## src/rtl/mem_port_arbiter.sv

```systemverilog
// mem_port_arbiter
// Shares one single-port memory between an instruction-fetch requester and a
// data requester. Each access walks IDLE -> ACCESS (LATENCY cycles) -> RESP.
// Data is preferred. Fetch still gets through once MAX_DATA_RUN data grants
// have been issued back to back while fetch is waiting.
//
// Ports
//   clk, reset_n          clock; asynchronous active-low reset
//   if_req/if_addr        fetch request and byte address
//   if_rdata/if_ready     fetch read data and one-cycle completion pulse
//   dm_req/dm_we/dm_addr/dm_wdata  data request, write enable, address, write data
//   dm_rdata/dm_ready     data read value and one-cycle completion pulse
//   stall_if, stall_mem   request pending and not yet completed (combinational)
//   mem_en/mem_we/mem_addr/mem_wdata/mem_rdata  memory side (word address)
module mem_port_arbiter #(
  parameter int LATENCY      = 2,
  parameter int MAX_DATA_RUN = 4
) (
  input  logic        clk,
  input  logic        reset_n,
  input  logic        if_req,
  input  logic [31:0] if_addr,
  output logic [31:0] if_rdata,
  output logic        if_ready,
  input  logic        dm_req,
  input  logic        dm_we,
  input  logic [31:0] dm_addr,
  input  logic [31:0] dm_wdata,
  output logic [31:0] dm_rdata,
  output logic        dm_ready,
  output logic        stall_if,
  output logic        stall_mem,
  output logic        mem_en,
  output logic        mem_we,
  output logic [29:0] mem_addr,
  output logic [31:0] mem_wdata,
  input  logic [31:0] mem_rdata
);

  typedef enum logic [1:0] {ST_IDLE, ST_ACCESS, ST_RESP} state_t;

  localparam logic [2:0] CNT_LOAD = 3'(LATENCY - 1);
  localparam logic [3:0] RUN_MAX  = 4'(MAX_DATA_RUN);

  state_t      state_q, state_d;
  logic        owner_dm_q, owner_dm_d;   // 1 = data requester owns the access
  logic        we_q, we_d;
  logic [29:0] addr_q, addr_d;
  logic [31:0] wdata_q, wdata_d;
  logic [2:0]  cnt_q, cnt_d;
  logic [3:0]  run_q, run_d;             // consecutive data grants
  logic [31:0] if_rdata_q, if_rdata_d;
  logic [31:0] dm_rdata_q, dm_rdata_d;
  logic        grant_dm;

  // Data wins unless fetch is waiting and data has used its full run.
  assign grant_dm = dm_req && !(if_req && (run_q == RUN_MAX));

  always_comb begin
    state_d    = state_q;
    owner_dm_d = owner_dm_q;
    we_d       = we_q;
    addr_d     = addr_q;
    wdata_d    = wdata_q;
    cnt_d      = cnt_q;
    run_d      = run_q;
    if_rdata_d = if_rdata_q;
    dm_rdata_d = dm_rdata_q;
    case (state_q)
      ST_IDLE: begin
        if (if_req || dm_req) begin
          state_d    = ST_ACCESS;
          owner_dm_d = grant_dm;
          cnt_d      = CNT_LOAD;
          if (grant_dm) begin
            we_d    = dm_we;
            addr_d  = dm_addr[31:2];
            wdata_d = dm_wdata;
            run_d   = (run_q == RUN_MAX) ? run_q : run_q + 4'd1;
          end else begin
            we_d   = 1'b0;
            addr_d = if_addr[31:2];
            run_d  = 4'd0;
          end
        end
      end
      ST_ACCESS: begin
        if (cnt_q == 3'd0) begin
          state_d = ST_RESP;
          // Each requester keeps its own read register so the other side's
          // completions never disturb it.
          if (owner_dm_q) dm_rdata_d = mem_rdata;
          else            if_rdata_d = mem_rdata;
        end else begin
          cnt_d = cnt_q - 3'd1;
        end
      end
      ST_RESP: state_d = ST_IDLE;
      default: state_d = ST_IDLE;
    endcase
  end

  always_ff @(posedge clk or negedge reset_n) begin
    if (!reset_n) begin
      state_q    <= ST_IDLE;
      owner_dm_q <= 1'b0;
      we_q       <= 1'b0;
      addr_q     <= '0;
      wdata_q    <= '0;
      cnt_q      <= '0;
      run_q      <= '0;
      if_rdata_q <= '0;
      dm_rdata_q <= '0;
    end else begin
      state_q    <= state_d;
      owner_dm_q <= owner_dm_d;
      we_q       <= we_d;
      addr_q     <= addr_d;
      wdata_q    <= wdata_d;
      cnt_q      <= cnt_d;
      run_q      <= run_d;
      if_rdata_q <= if_rdata_d;
      dm_rdata_q <= dm_rdata_d;
    end
  end

  // Memory-side signals come only from latched values, so requester inputs
  // can change freely while an access is in flight.
  assign mem_en    = (state_q == ST_ACCESS);
  assign mem_we    = mem_en && we_q;
  assign mem_addr  = addr_q;
  assign mem_wdata = wdata_q;

  assign if_ready  = (state_q == ST_RESP) && !owner_dm_q;
  assign dm_ready  = (state_q == ST_RESP) &&  owner_dm_q;
  assign if_rdata  = if_rdata_q;
  assign dm_rdata  = dm_rdata_q;

  assign stall_if  = if_req && !if_ready;
  assign stall_mem = dm_req && !dm_ready;

endmodule

```

## config.mk

```make
export PLATFORM = sky130hd
export DESIGN_NAME = mem_port_arbiter
export DESIGN_NICKNAME = d
export VERILOG_FILES = /design/src/rtl/mem_port_arbiter.sv
export SDC_FILE = /design/constraint.sdc
export NUM_CORES = 1
export LEC_CHECK = 0
export ABC_AREA = 1
export ABC_CLOCK_PERIOD_IN_PS = 1600
export BUFFER_PORTS_ARGS = -buffer_cell sky130_fd_sc_hd__buf_2
export CAP_MARGIN = 10
export CORE_ASPECT_RATIO = 0.7
export CORE_MARGIN = 4
export CORE_UTILIZATION = 48
export DETAILED_ROUTE_END_ITERATION = 8
export PLACE_DENSITY = 0.91
export SKIP_LAST_GASP = 1
export SLEW_MARGIN = 20
export SYNTH_ARGS = -nofsm -noshare
export SYNTH_HDL_FRONTEND = slang
export SYNTH_SLANG_ARGS = --single-unit
```

## constraint.sdc

```tcl
create_clock -name clk -period 1.6 [get_ports clk]
set_input_delay 0.4 -clock clk [delete_from_list [all_inputs] [get_ports clk]]
set_output_delay 0.4 -clock clk [all_outputs]
set_load 0.02 [all_outputs]
```

# Word-level counts from Yosys, hierarchy flattened
# Cells that the tools add are included.
[totals] elab_cells=51 register_bits=137
[classes] eq_ne=7 n_bitwise=1 add_sub_neg=2 muxes=10 reduce_logical=22
[op_table] operator="$mux W30" n=1
[op_table] operator="$reduce_and A3 Y1" n=5
[op_table] operator="$mux W4" n=2
[op_table] operator="$logic_and A1 B1 Y1" n=7
[op_table] operator="$mux W3" n=2
[op_table] operator="$ne A2 B2 Y1 const B" n=3
[op_table] operator="$pmux W3 S2" n=1
[op_table] operator="$add A4 B1 Y4 const B" n=1
[op_table] operator="$eq A4 B3 Y1 const B" n=1
[op_table] operator="$logic_not A1 Y1" n=4
[op_table] operator="$mux W2" n=2
[op_table] operator="$pmux W2 S2" n=1
[op_table] operator="$reduce_and A2 Y1" n=2
[op_table] operator="$logic_not A3 Y1" n=1
[op_table] operator="$sub A3 B1 Y3 const B" n=1
[op_table] operator="$eq A2 B1 Y1 const B" n=1
[op_table] operator="$eq A2 B2 Y1 const B" n=1
[op_table] operator="$logic_not A2 Y1" n=1
[op_table] operator="$ne A2 B1 Y1 const B" n=1
[op_table] operator="$reduce_bool A2 Y1" n=1
[op_table] operator="$logic_or A1 B1 Y1" n=1
[op_table] operator="$mux W1" n=1
[op_table] operator="$not A1 Y1" n=1

# Longest topological paths before layout
[logic_depth] ltp_word=6 ltp_mapped=9 mapped_depth_nobuf=9

# Worst setup path after synthesis
# Ideal clock, no wire load.
[synth_timing] path_type="input port to output port" startpoint="input dm_req" endpoint="output stall_mem" path_stages=4 arrival_time_ps=1134 setup_slack_ps=66 path_cell_list="buf_2 buf_1 o21ai_0 inv_1"
[synth_via] elab_chain_len=1
[synth_lines] item="start, declared" line="25" text="input logic dm_req,"
[synth_lines] item="$logic_and A1 B1 Y1" line="140" text="assign stall_mem = dm_req && !dm_ready;"
[synth_lines] item="end, declared" line="32" text="output logic stall_mem,"
# Every way passes these cells.

# Final worst setup path
[layout_timing] startpoint="register state_q[1]" endpoint="output stall_mem"
[layout_via] elab_chain_len=4
[layout_lines] item="start, declared" line="45" text="state_t state_q, state_d;"
[layout_lines] item="start signal, assigned" line="115" text="state_q <= state_d;"
[layout_lines] item="$eq A2 B2 Y1" line="135" text="assign dm_ready = (state_q == ST_RESP) && owner_dm_q;"
[layout_lines] item="$logic_and A1 B1 Y1" line="135"
[layout_lines] item="$logic_not A1 Y1" line="140"
[layout_lines] item="$logic_and A1 B1 Y1" line="140"
# Every way passes these cells.

==> results.yml <==
setup_path:
  start_kind: "flip-flop"
  crit_fanout: 4
  required_ns: 1.20
  critPathKind: "reg -> out"
  crit_path_end_kind: "primary output"
  arrival_ns: 1.38
synthesis:
  synth_cell_types: 24
  synth_top_cell_by_area: "dfrtp_1"
  synth_top_area_share_pct: 57.1
  synth_cells: 745
  syn_nets: 882
  ys_seq_elements: 137
  yosysSeqAreaShare_pct: 57.1
  syn_area_per_cell_um2: 8.06
  netlist_area_um2: 6010
  yosys-top-cells-area: "dfrtp_1 (57%), nand2_1 (19%), nand3_1 (8.1%)"
  yosysWarnings: 0
place:
  dp_cells: 1146
  placed_area_um2: 7550
  port_buffers: 260
  dp_hpwl_um: 12000
  place_congestion: 0.869
routing:
  postRouteAntennaNets: 0
  vias: 5680
  wirelength_um: 16600
  drt_iter0_drc: 313
  first_pass_iters: 4
  drc: 0
  via_per_inst: 4.79
  avgRoutedWirePerCell_um: 14.0
global_route:
  antenna_found_initial: 0
  grt_pass1_wl_um: 26400
  grt_pass1_vias: 5588
  busiest_layer: "met2"
  grt_util_met3_pct: 6.65
  grt_max_degree: 65
  grt_util_met1_pct: 28.6
  use_met2_pct: 37.9
  track_usage_pct: 22.8
  gr-total-overflow: 0
clock_network:
  clk_latency_ns: 0.40
  htreeDepth: 4
  tritoncts: "yes"
  cts_buffers: 17
  cts_max_path_buffers: 2
  cts_sinks: 137
  cts-root-buf: "clkbuf_16"
  clk_pin_slew_ns: 0.06
worst_hold_path:
  hp-class: "in -> reg"
sta:
  drv_slew: 0
  setup_viol: 6
  fmax_ghz: 0.561
  relSlewSlack_pct: 75.1
  skew_ns: 0.0110
  finalCritPeriodShare_pct: 111
  fin_ws_ns: -0.181
  worstMarginPinSlew_ns: 0.374
  rsz0062_at_grt: "true"
  min_period_ns: 1.78
  hold_violations: 0
  fin_tns_setup_ns: -0.772
floorplan:
  die_area_um2: 14400
  pin_count: 265
  dieHeight_um: 102
  initial_core_util_pct: 50.2
  fp.coreArea_um2: 12000
  core.rowCount: 33
  die_x_um: 142
status:
  violations: "negative setup slack"
  status: "finished, violations left"
layout:
  ff_latch_area_um2: 3430
  nets: 1153
  drive_gt1_share_pct: 32.8
  fin_cells: 1186
  final_area_um2: 8310
  multi_input_area_um2: 2050
  antenna_cells: 0
  final_util_pct: 69.4
  mostFrequentLayoutCell: "nand2_1"
  area_delta_synth_final_pct: 38.3
  nFillCells: 965
  layout.cells.most_common_list: "nand2_1 (298), buf_2 (253), dfrtp_1 (137)"
power_and_ir_drop:
  leakagePower_nw: 4.87
  powerDensity_nw_per_um2: 2180
  peakVddDrop_mv: 1.39
run:
  cap_violations: 0
[layout make-up]
cell class	instances	share of cell area, %
flip-flops and latches	137	41.3
multi-input cells	461	24.7
repair buffers	290	19.8
clock buffers	19	5.45
inverters	109	5.05
well taps	157	2.37
clock inverters	13	1.31
[logic make-up after synthesis]
kind of cell / Yosys count / share of synthesized area (%)
and+or+nand+nor: 412 / 28.4
DFF: 137 / 57.1
adders and majority gates: 4 / 0.833
AOI/OAI and AO/OA: 43 / 3.67
buffers and inverters: 147 / 9.73
xor gates and xnor gates: 2 / 0.292
[sequential cells by signal, indices dropped and copies added (netlist names), 2 cells and up]
signal and cells:
run_q 4, if_rdata 32, dm_rdata 32, mem_addr 30, cnt_q 3, mem_wdata 32
state_q 2
[routing by layer]
| metal | vias to the layer above | share of wire, % |
|---|---|---|
| met5 | - | 0 |
| li1 | 2809 | - |
| met3 | 38 | 8.7 |
| met4 | 0 | 2.3 |
| met1 | 2599 | 41 |
| met2 | 234 | 48 |
[through the flow]
step | worst slack, ns | power, mW | hold WS, ns
floorplan | 0.0662 | 11.0 | 0.104
global placement | 0.0787 | 13.7 | 0.327
detailed placement | -0.0270 | 14.1 | 0.333
CTS | -0.202 | 18.0 | 0.168
global route | -0.234 | 19.4 | 0.175
finish | -0.181 | 18.1 | 0.185
[critical path: stages (launching register included)]
cell	delay, ns
dfrtp_1	0.36
inv_2	0.04
or2_4	0.25
o21ai_1	0.13
inv_1	0.07
buf_6	0.13
[cells in the mapped netlist (all sizes together)]
| master | number |
|---|---|
| nand2 | 301 |
| dfrtp | 137 |
| inv | 109 |
| nand3 | 98 |
| o21ai | 42 |
| buf | 23 |
| clkbuf | 15 |
| nor2 | 9 |
| ha | 4 |
| nand4 | 2 |
| nor3 | 1 |
| o22ai | 1 |
| or2 | 1 |
| xnor2 | 1 |
| xor2 | 1 |
[report_power, final]
part / leakage (nW) / total (mW) / internal, mW / switching [mW]
Clock: 0.269 / 3.62 / 2.10 / 1.52
Sequential: 1.68 / 6.11 / 5.18 / 0.923
Combinational: 2.92 / 8.37 / 2.82 / 5.55
Total: 4.87 / 18.1 / 10.1 / 7.99
[final timing paths]
kind                                    from       endpoint  slack [ns]  cells past startpoint
worst max-delay path              state_q[1]      stall_mem       -0.18                      5
worst min-delay path            dm_wdata[26]  mem_wdata[26]        0.19                      3
worst max register to register    state_q[1]    dm_rdata[0]        0.02                      8
worst min register to register  if_rdata[15]   if_rdata[15]        0.47                      2
max in group asynchronous            reset_n    mem_addr[5]        0.54                      3
min in group asynchronous            reset_n   if_rdata[12]        0.51                      2
[timing repair]
action	CTS	global route
pin swaps	2	0
hold buffers	1	0
setup endpoints to repair	18	75
buffers inserted	3	4
hold endpoints to repair	31	0
resized for setup	19	20
Power figures use the tool's default switching activity.
